**src/rtl/wb_pkg.sv**
```systemverilog
// wb_pkg: shared select codes, requester indices and FSM state type for the write-back arbiter.
package wb_pkg;
  localparam logic [3:0] SRC_ALU      = 4'd0;
  localparam logic [3:0] SRC_LOADSIZE = 4'd1;
  localparam logic [3:0] SRC_MEMDATA  = 4'd2;
  localparam logic [3:0] SRC_RD       = 4'd3;
  localparam logic [3:0] SRC_SE1_32   = 4'd4;
  localparam logic [3:0] SRC_CONST227 = 4'd5;
  localparam logic [3:0] SRC_REGB     = 4'd6;
  localparam logic [3:0] SRC_HI       = 4'd7;
  localparam logic [3:0] SRC_LO       = 4'd8;
  localparam logic [3:0] SRC_MAX      = SRC_LO;
  localparam int REQ_ALU  = 0;
  localparam int REQ_LOAD = 1;
  localparam int REQ_MDU  = 2;
  typedef enum logic {IDLE, WRITE} state_t;
  function automatic logic src_legal(input logic [3:0] s);
    return s <= SRC_MAX;
  endfunction
endpackage

```
**src/rtl/wb_rr_picker.sv**
```systemverilog
// wb_rr_picker: one-hot grant from a 3-bit request; fixed LOAD>MDU>ALU, or round robin when WB_RR_EN is defined.
module wb_rr_picker
  import wb_pkg::*;
(
`ifdef WB_RR_EN
  input  logic       clk,
  input  logic       reset_n,
`endif
  input  logic [2:0] req,
  output logic [2:0] gnt
);
`ifdef WB_RR_EN
  logic [1:0] ptr, idx1, idx2;
  // search order: ptr, then the next two indices modulo 3
  always_comb begin
    idx1 = ptr == 2'd2 ? 2'd0 : ptr + 2'd1;
    idx2 = ptr == 2'd0 ? 2'd2 : ptr - 2'd1;
    gnt  = req[ptr]  ? 3'b001 << ptr  :
           req[idx1] ? 3'b001 << idx1 :
           req[idx2] ? 3'b001 << idx2 : 3'b000;
  end
  always_ff @(posedge clk or negedge reset_n)
    if (!reset_n) ptr <= 2'(REQ_LOAD);
    else if (|gnt) ptr <= gnt[0] ? 2'd1 : gnt[1] ? 2'd2 : 2'd0;
`else
  assign gnt = req[REQ_LOAD] ? 3'b010 :
               req[REQ_MDU]  ? 3'b100 :
               req[REQ_ALU]  ? 3'b001 : 3'b000;
`endif
endmodule

```
**src/rtl/wb_arbiter.sv**
```systemverilog
// wb_arbiter: arbitrates three write-back requesters onto one register-file write port, latency 1.
// Round-robin arbitration is compiled in when WB_RR_EN is defined; fixed priority otherwise.
module wb_arbiter
  import wb_pkg::*;
(
  input  logic       clk,
  input  logic       reset_n,
  input  logic [2:0] req_valid,
  output logic [2:0] req_ready,
  input  logic [4:0] req0_dst,
  input  logic [4:0] req1_dst,
  input  logic [4:0] req2_dst,
  input  logic [3:0] req0_src,
  input  logic [3:0] req1_src,
  input  logic [3:0] req2_src,
  input  logic       wb_stall,
  output logic [3:0] MemtoReg,
  output logic [4:0] WriteReg,
  output logic       RegWrite,
  output logic       wb_busy,
  output logic       err_illegal
);
  state_t     state, state_nxt;
  logic [4:0] dst_q;
  logic [3:0] src_q;
  logic [2:0] gnt;
  logic       legal;
  // requests are masked in reset so req_ready is low regardless of clk
  wb_rr_picker u_picker (
`ifdef WB_RR_EN
    .clk     (clk),
    .reset_n (reset_n),
`endif
    .req     (req_valid & {3{reset_n & ~wb_stall}}),
    .gnt     (gnt)
  );
  assign req_ready = gnt;
  always_ff @(posedge clk or negedge reset_n)
    if (!reset_n) begin
      state <= IDLE;
      dst_q <= '0;
      src_q <= SRC_ALU;
    end else begin
      state <= state_nxt;
      if (|gnt) begin
        dst_q <= gnt[1] ? req1_dst : gnt[2] ? req2_dst : req0_dst;
        src_q <= gnt[1] ? req1_src : gnt[2] ? req2_src : req0_src;
      end
    end
  always_comb state_nxt = |gnt ? WRITE : IDLE;
  always_comb begin
    wb_busy     = state == WRITE;
    legal       = src_legal(src_q);
    RegWrite    = wb_busy & legal & |dst_q;
    MemtoReg    = wb_busy & legal ? src_q : SRC_ALU;
    WriteReg    = dst_q;
    err_illegal = wb_busy & ~legal;
  end
endmodule

```
**config.mk**
```make
export PLATFORM = sky130hd
export DESIGN_NAME = wb_arbiter
export DESIGN_NICKNAME = d
export VERILOG_FILES = /design/src/rtl/wb_pkg.sv /design/src/rtl/wb_rr_picker.sv /design/src/rtl/wb_arbiter.sv
export SDC_FILE = /design/constraint.sdc
export NUM_CORES = 1
export LEC_CHECK = 0
export ABC_AREA = 0
export CAP_MARGIN = 10
export CORE_MARGIN = 8
export CORE_UTILIZATION = 31
export CTS_CLUSTER_SIZE = 25
export DETAILED_ROUTE_END_ITERATION = 12
export GPL_TIMING_DRIVEN = 0
export PLACE_DENSITY = 0.74
export SYNTH_ARGS = -nofsm -noshare
export SYNTH_HDL_FRONTEND = slang
export SYNTH_SLANG_ARGS = --single-unit
```
**constraint.sdc**
```tcl
create_clock -name clk -period 1.13 [get_ports clk]
set_clock_uncertainty 0.15 [all_clocks]
set_input_delay 0.226 -clock clk [delete_from_list [all_inputs] [get_ports clk]]
set_output_delay 0.226 -clock clk [all_outputs]
set_load 0.03 [all_outputs]
```
==> run summary <==
Sorting the synthesized cells by area gives the leading types as sky130_fd_sc_hd__dfrtp_1 35%, sky130_fd_sc_hd__a221o_1 13%, sky130_fd_sc_hd__and3_1 12%, sky130_fd_sc_hd__a31oi_1 8.0%, sky130_fd_sc_hd__nor2_1 6.9%. The depth of the most critical reg-to-reg path came out at 2. The run gives -0.595 ns as the minimum setup slack in the final design. The combined buffer and inverter count along the critical path was 1. The worst hold path cell count came out at 3. The number of global-route vias before repair is 903. Global routing finished with a remaining overflow of 0. For this block, the initial DRC count from the detailed router was 31. For this run, the total global-route usage over all layers was measured as 12.8%. For the number of max-slew violations in the final report, the log shows 0. The checks that failed: setup timing. In the final design database the tool counted 179 nets.

The weighted congestion reported at the end of routability-driven placement was 0.702. TritonCTS built the clock tree. The number of nets handed over by synthesis was 113. The clock slew seen by the registers of the worst setup and hold paths works out to 0.07 ns. The busiest metal layer after global routing is met2. The stage delay of the slowest cell on the critical path was 0.40 ns. At the placement stage, the worst setup path has a slack of -1.60 ns. Net switching power: 0.469 mW. Traced cell by cell, the critical path runs through o31ai_4, nand2_2, a21oi_4, buf_6. The number of library cell types mapped by synthesis is 20. Most area-hungry cell type in the Yosys netlist: sky130_fd_sc_hd__dfrtp_1. The count of nets left with antenna violations once routing finished came out at 0.

After detailed routing, the number of remaining DRC violations is 0. The internal portion of the total power is 0.968 mW. The number of antenna diodes came out at 0.

The count of buffers added on input and output ports is 47. Combinational cells account for 44.6% of the total power. Global routing used 4.18% of the available met3 tracks. The logs give 22.0% for the proportion of power drawn by the clock network and 0.580 GHz for the upper clock frequency limit. The post-route netlist has 46.2% of its cells at a drive strength greater than 1. The portion of the clock cycle consumed by the worst path in the final layout is 153%. The cell family contributing the most delay on the critical path is compound AO/OA/AOI/OAI gates. The number of violations of the max-capacitance limit is 0.

The tools report the data arrival at the endpoint of the critical path as 1.35 ns. Setup repair after global routing could not meet its margin everywhere. The power per standard cell area was 947 nW/um^2. The worst hold slack across all endpoints is 0.126 ns, and the area added between synthesis and finish is 115%. On the critical path, the stage with the largest delay is an instance of sky130_fd_sc_hd__dfrtp_1. Dividing the synthesized area by the synthesized cell count gives 8.84 sq um. During I/O placement, the number of pins put on the boundary was 48. Entering global routing, the biggest net connects 11 pins.

The logs give 2 for the clock tree buffer depth and 80 for the cell count after synthesis. In the final routed layout, each cell accounts on average for 15.7 um. The top cell type by area accounts for 35.4% of the synthesized area. The root buffer cell was sky130_fd_sc_hd__clkbuf_4. The analysis attributes to cell leakage a power of 0.737 nW. Sequential cells burn 33.4% of the power.

Of all flip-flops after synthesis, the portion carrying an async set or reset was 100%. The final route contains 878 vias. The number of enable flip-flop cells after synthesis was 0. Before antenna repair, the detailed router went through 4 iterations.

The met1 track demand over resource in global routing came out at 14.3%. Setup violations remaining at the end of the flow were counted as 24. In this run the worst path has a maximum fanout of 6. The worst setup path is launched from a flop. Detailed placement ended at an HPWL of 1990 um. The total count of hold-check failures in the final report is 0. The first global-routing pass estimated 4370 um of wire.

Across the VDD grid, the largest voltage drop is 0.620 mV. The category of the worst setup path capture point is an output port. Switching part of the total: 32.7%. For this run, the leading register cell type out of synthesis is sky130_fd_sc_hd__dfrtp_1. At the later pin of the worst-skew pair, clock insertion delay measures 0.26 ns. The required arrival time at the worst endpoint was 0.75 ns; the die area was 4060 sq um. The synthesized design contains 10 register bits.

Global routing used 21.5% of the available met2 tracks. Measured along the y axis, the die boundary spans 63.8 um. The floorplan has 17 rows. Critical setup path kind: reg2out.

Ranked by instance count, the synthesized netlist is headed by 13 x sky130_fd_sc_hd__and3_1, 13 x sky130_fd_sc_hd__nor2_1, 10 x sky130_fd_sc_hd__dfrtp_1, 10 x sky130_fd_sc_hd__inv_1. The logs give 3 for the total CTS buffers and 0 for the number of antenna violations at the first check in global routing. The routed via count divided by cell count was 5.08; the max-slew headroom at the worst pin was 68.3%.

The tightest min-delay check is of the in2reg type. The die is 63.8 um wide. For the depth of the CTS H-tree, the log shows 1. After layout, the minimum clock period comes to 1.72 ns. Routed wire length: 2710 um. Yosys printed 0 warnings. The flow ran to the end, but the final reports show violations. The standard cell core area is 2190 sq um.

Once the floorplan was initialized, standard cells occupied 32.3% of the core. The total number of cells along the worst setup path came out at 4. The synthesized netlist occupies a cell area of 707 sq um. At the pin with the least slew margin, the transition time is 0.476 ns.

The sequential area share after synthesis is 35.4%. Clock sink count: 10.
power by group through the flow:
stage	Clock, mW	Combinational, mW	Sequential, mW
floorplan	0	0.218	0.536
CTS	0.320	0.618	0.482
finish	0.316	0.641	0.481
global route	0.337	0.682	0.490
global placement	0	0.530	0.482
detailed placement	0	0.536	0.485
final timing paths:
check                               to  slack (ns)          from
hold / removal                 wb_busy        0.13  req_valid[2]
max in group asynchronous      wb_busy        0.43       reset_n
setup / recovery              RegWrite       -0.59      src_q[2]
setup reg to reg              src_q[1]           0      src_q[1]
min in group asynchronous  WriteReg[4]        0.26       reset_n
hold reg to reg            WriteReg[3]        0.42   WriteReg[3]
flip-flops by register name (all words and copies together), names as in the netlist:
signal and count:
src_q 4, wb_busy 1, WriteReg 5
layout make-up:
cell class                 instances  area [sq um]
buffer                             5          52.6
clock buffer                       4          36.3
fill                             173           673
inverter                          11          41.3
multi-input combinational         54           463
sequential                        10           251
tap                               28          35.0
timing repair buffer              61           638
layer usage:
| layer | vias to the layer above | part of all wire [%] | wire, um |
|---|---|---|---|
| met5 | - | 0 | 0 |
| met4 | 0 | 0.81 | 22 |
| met3 | 2 | 7.5 | 202 |
| met2 | 43 | 52 | 1410 |
| met1 | 407 | 40 | 1070 |
| li1 | 426 | - | - |
placed cells by master (no fill, tap or decap), drive strengths merged, types with 2 or more instances in the layout:
master	count
a31oi	9
and3	14
inv	11
a221o	9
nor2	13
o31ai	2
dlymetal6s2s	3
dfrtp	10
clkbuf	5
buf	36
clkdlybuf4s50	24
through the flow:
| step | instances | area (sq um) | TNS [ns] | utilization, % | power (mW) |
|---|---|---|---|---|---|
| 6_report | 173 | 1520 | -4.44 | 69.3 | 1.44 |
| 5_1_grt | 173 | 1520 | -5.18 | 69.3 | 1.51 |
| 4_1_cts | 171 | 1440 | -4.44 | 65.6 | 1.42 |
| 3_5_place_dp | 155 | 1250 | -21.71 | 56.9 | 1.02 |
| 3_3_place_gp | 155 | 1250 | -21.32 | 56.9 | 1.01 |
| 2_1_floorplan | 80 | 741 | -2.19 | - | 0.754 |
kinds of logic (layout without fill, tap and decap cells):
kind of cell	after synthesis	in the layout	synth area share [%]
simple gates	33	33	27.4
compound gates	21	21	26.2
buf+inv	16	81	11.0
flops	10	10	35.4
worst reg2reg max path: stages (launching register included):
cell and delay [ns]:
sky130_fd_sc_hd__dfrtp_1 0.41, sky130_fd_sc_hd__buf_4 0.16, sky130_fd_sc_hd__a221o_1 0.30
what timing repair did:
item,4_1_cts,5_1_grt
hold endpoints to repair,10,0
gates cloned,0,1
endpoints found under the setup margin,25,24
hold buffers,1,0
setup buffers,12,1
pin swaps,6,12
gates resized for setup,145,16
Power figures use the tool's default switching activity.
==> RTL change: new RTL, same settings <==
Add a define of `WB_RR_EN`.
--- a/src/rtl/wb_rr_picker.sv
+++ b/src/rtl/wb_rr_picker.sv
@@ -1,4 +1,6 @@
 // wb_rr_picker: one-hot grant from a 3-bit request; fixed LOAD>MDU>ALU, or round robin when WB_RR_EN is defined.
+`define WB_RR_EN
+
 module wb_rr_picker
   import wb_pkg::*;
 (
Behaviour: not the same (a bounded check fails within 4 cycles, from zero or initial values and one cycle with reset_n low).
==> RTL change against the unedited design <==
  * The run still ends with negative setup slack left
  * Setup slack worse by 0.99 ns
  * First-iteration DRC count is 52% lower
  * Synthesized area is 43% higher
  * Power grew to 3.1 times the old value
  * Final area is 21% higher
  * Sequential cell count is 2 higher
  * Wire length is 21% higher
  * Combinational power grew to 4.9 times the old value
  * Largest cell class is now multi-input gates
  * Highest routed layer unchanged
==> RTL change: results (changes against the unedited design) <==
Outcome
  • Status: finished, violations left
  • Failing checks: negative setup slack

Place
  • GPL Wtd Cong: 0.855 (+22%)
  • Final HPWL DP: 2390 um (+20%)
  • Port Buffers: 47 (unchanged)
  • Setup Slack @ Placement: -2.29 ns (-0.695 ns)

Finish
  • Ant diodes: 0 (unchanged)
  • Fillers: 253 (+46%)
  • Share of cells above drive strength 1: 0.476 (+0.0141)
  • Nets: 207 (+16%)
  • Largest register FFs: 5 (unchanged)

Drt
  • Iter 0 DRT Violations: 15 (-52%)
  • Routed met2 length: 1800 um (+28%)
  • Topmost layer with routed signal wires: met4
  • Vias per cell: 4.83 (-4.8%)
  • Met1 wire length: 1330 um (+24%)
  • Met3 WL: 123 um (-39%)
  • Router iterations before antenna repair: 4 (unchanged)
  • Avg WL per Cell: 15.4 um (-1.5%)

Yosys
  • Top cells by area, synth: dfrtp_1 27%, mux2_2 10%, mux2i_1 9.9%
  • Primary FF master, synth: dfrtp_1
  • Async SR Flop Fraction: 1.00 (unchanged)
  • Synth warnings: 0 (unchanged)
  • Top cells by count, synth: 11 x dfrtp_1, 11 x nand2_1, 10 x mux2i_1
  • Syn Nets: 141 (+25%)
  • Synth unique cells: 37 (+85%)
  • Sequential share of the synthesized area: 0.298 (-0.0561)

Worst setup path
  • CP Max Fanout: 6 (unchanged)
  • Slowest stage cell on the critical path: dfstp_2
  • R2R cell count: 9 (+7)
  • Slowest stage delay, CP: 0.58 ns (+0.18 ns)
  • Reg2Reg Setup Slack: -1.52 ns (-1.52 ns)
  • Kind of cell adding the most delay to the critical path: simple AND/OR/NAND/NOR gates
  • Worst R2R End: WriteReg[4]
  • Worst r2r src: u_picker.ptr[0]

Global routing
  • Initial antenna violation count: 0 (unchanged)
  • Total GRT Usage: 0.115 (-0.0124)
  • Largest net degree at the start of global routing: 17 (+6)
  • First-pass GRT wire length: 4890 um (+12%)
  • Vias in the first global route: 1,047 (+16%)

Min path
  • Worst Hold Depth: 3 (unchanged)
  • HP Start: req1_src[0]
  • Min-Delay Endpoint: src_q[0]
  • Worst Hold Class: in -> reg

Power
  • Lkg Pwr: 0.751 nW (+1.9%)
  • Max rail drop VDD: 1.64 mV (+160%)

STA
  • Min Hold Slack: 0.338 ns (+0.211 ns)
  • Setup ws final: -1.58 ns (-0.985 ns)
  • # setup viols final: 27 (+13%)
  • Max-slew headroom: 0.614 (-0.0685)

Clock network
  • CTS buffer count: 3 (unchanged)
  • CTS max path bufs: 2 (unchanged)
  • Root buffer cell: clkbuf_4
  • CTS clock-pin slew for the worst setup and hold paths: 0.08 ns
  • Htree depth: 1 (unchanged)
  • Skew-Pair Late Insertion Delay: approximately 0.27 ns
RTL change: area by class of cell:
cell class / instances / area (um^2) / area share
buffer: 4 / 56.3 / 0.0306
timing repair buffer: 61 / 609 / 0.331
clock buffer: 4 / 36.3 / 0.0197
multi-input combinational: 82 / 753 / 0.410
tap: 44 / 55.1 / 0.0299
inverter: 5 / 25.0 / 0.0136
sequential: 12 / 304 / 0.165
RTL change: stage by stage:
stage | area, um^2 | std cells | setup TNS [ns]
after global placement | 1620 | 194 | -37.84
final | 1840 | 212 | -26.86
after detailed placement | 1620 | 194 | -39.17
after global routing | 1840 | 212 | -28.60
after floorplan | 1100 | 103 | -20.95
after CTS | 1780 | 210 | -26.32
RTL change: layer usage:
layer,global-route usage,vias to the layer above
met5,0,-
met4,0.0200,0
met3,0.0330,2
met2,0.222,21
met1,0.120,491
li1,-,510
RTL change: tightest hold or removal path, cell delays in order:
cell	delay [ns]
clkdlybuf4s50_1	0.39
nand2_1	0.05
o21ai_1	0.05
RTL change: worst max-delay path by stage:
stage	cells after the start	start	slack [ns]	endpoint
detailed placement	6	reset_n	-2.29	req_ready[0]
finish	7	u_picker.ptr[0]	-1.58	req_ready[0]
global placement	6	reset_n	-2.26	req_ready[0]
CTS	8	u_picker.ptr[0]	-1.55	req_ready[1]
floorplan	9	u_picker.ptr[0]	-1.41	WriteReg[2]
global route	7	u_picker.ptr[0]	-1.64	req_ready[0]
RTL change: power by group:
| group | total (mW) | switching, mW | internal [mW] |
|---|---|---|---|
| registers | 0.945 | 0.274 | 0.671 |
| clock network | 0.338 | 0.142 | 0.196 |
| logic | 3.13 | 1.48 | 1.65 |
| total | 4.42 | 1.90 | 2.52 |
RTL change: timing repair:
action / CTS / global route
setup buffers: 12 / 1
setup endpoints to repair: 27 / 27
gates resized for setup: 112 / 12
pin swaps: 5 / 4
hold endpoints to repair: 11 / 11
RTL change: kinds of logic (layout without fill, tap and decap cells):
family                     Yosys count  after routing  synth area share
adders and majority gates            5              5            0.0618
and+or+nand+nor                     37             37             0.210
muxes                               19             19             0.199
AOI/OAI and AO/OA                   21             21             0.157
DFF                                 12             12             0.298
buffers and inverters                9             74            0.0742
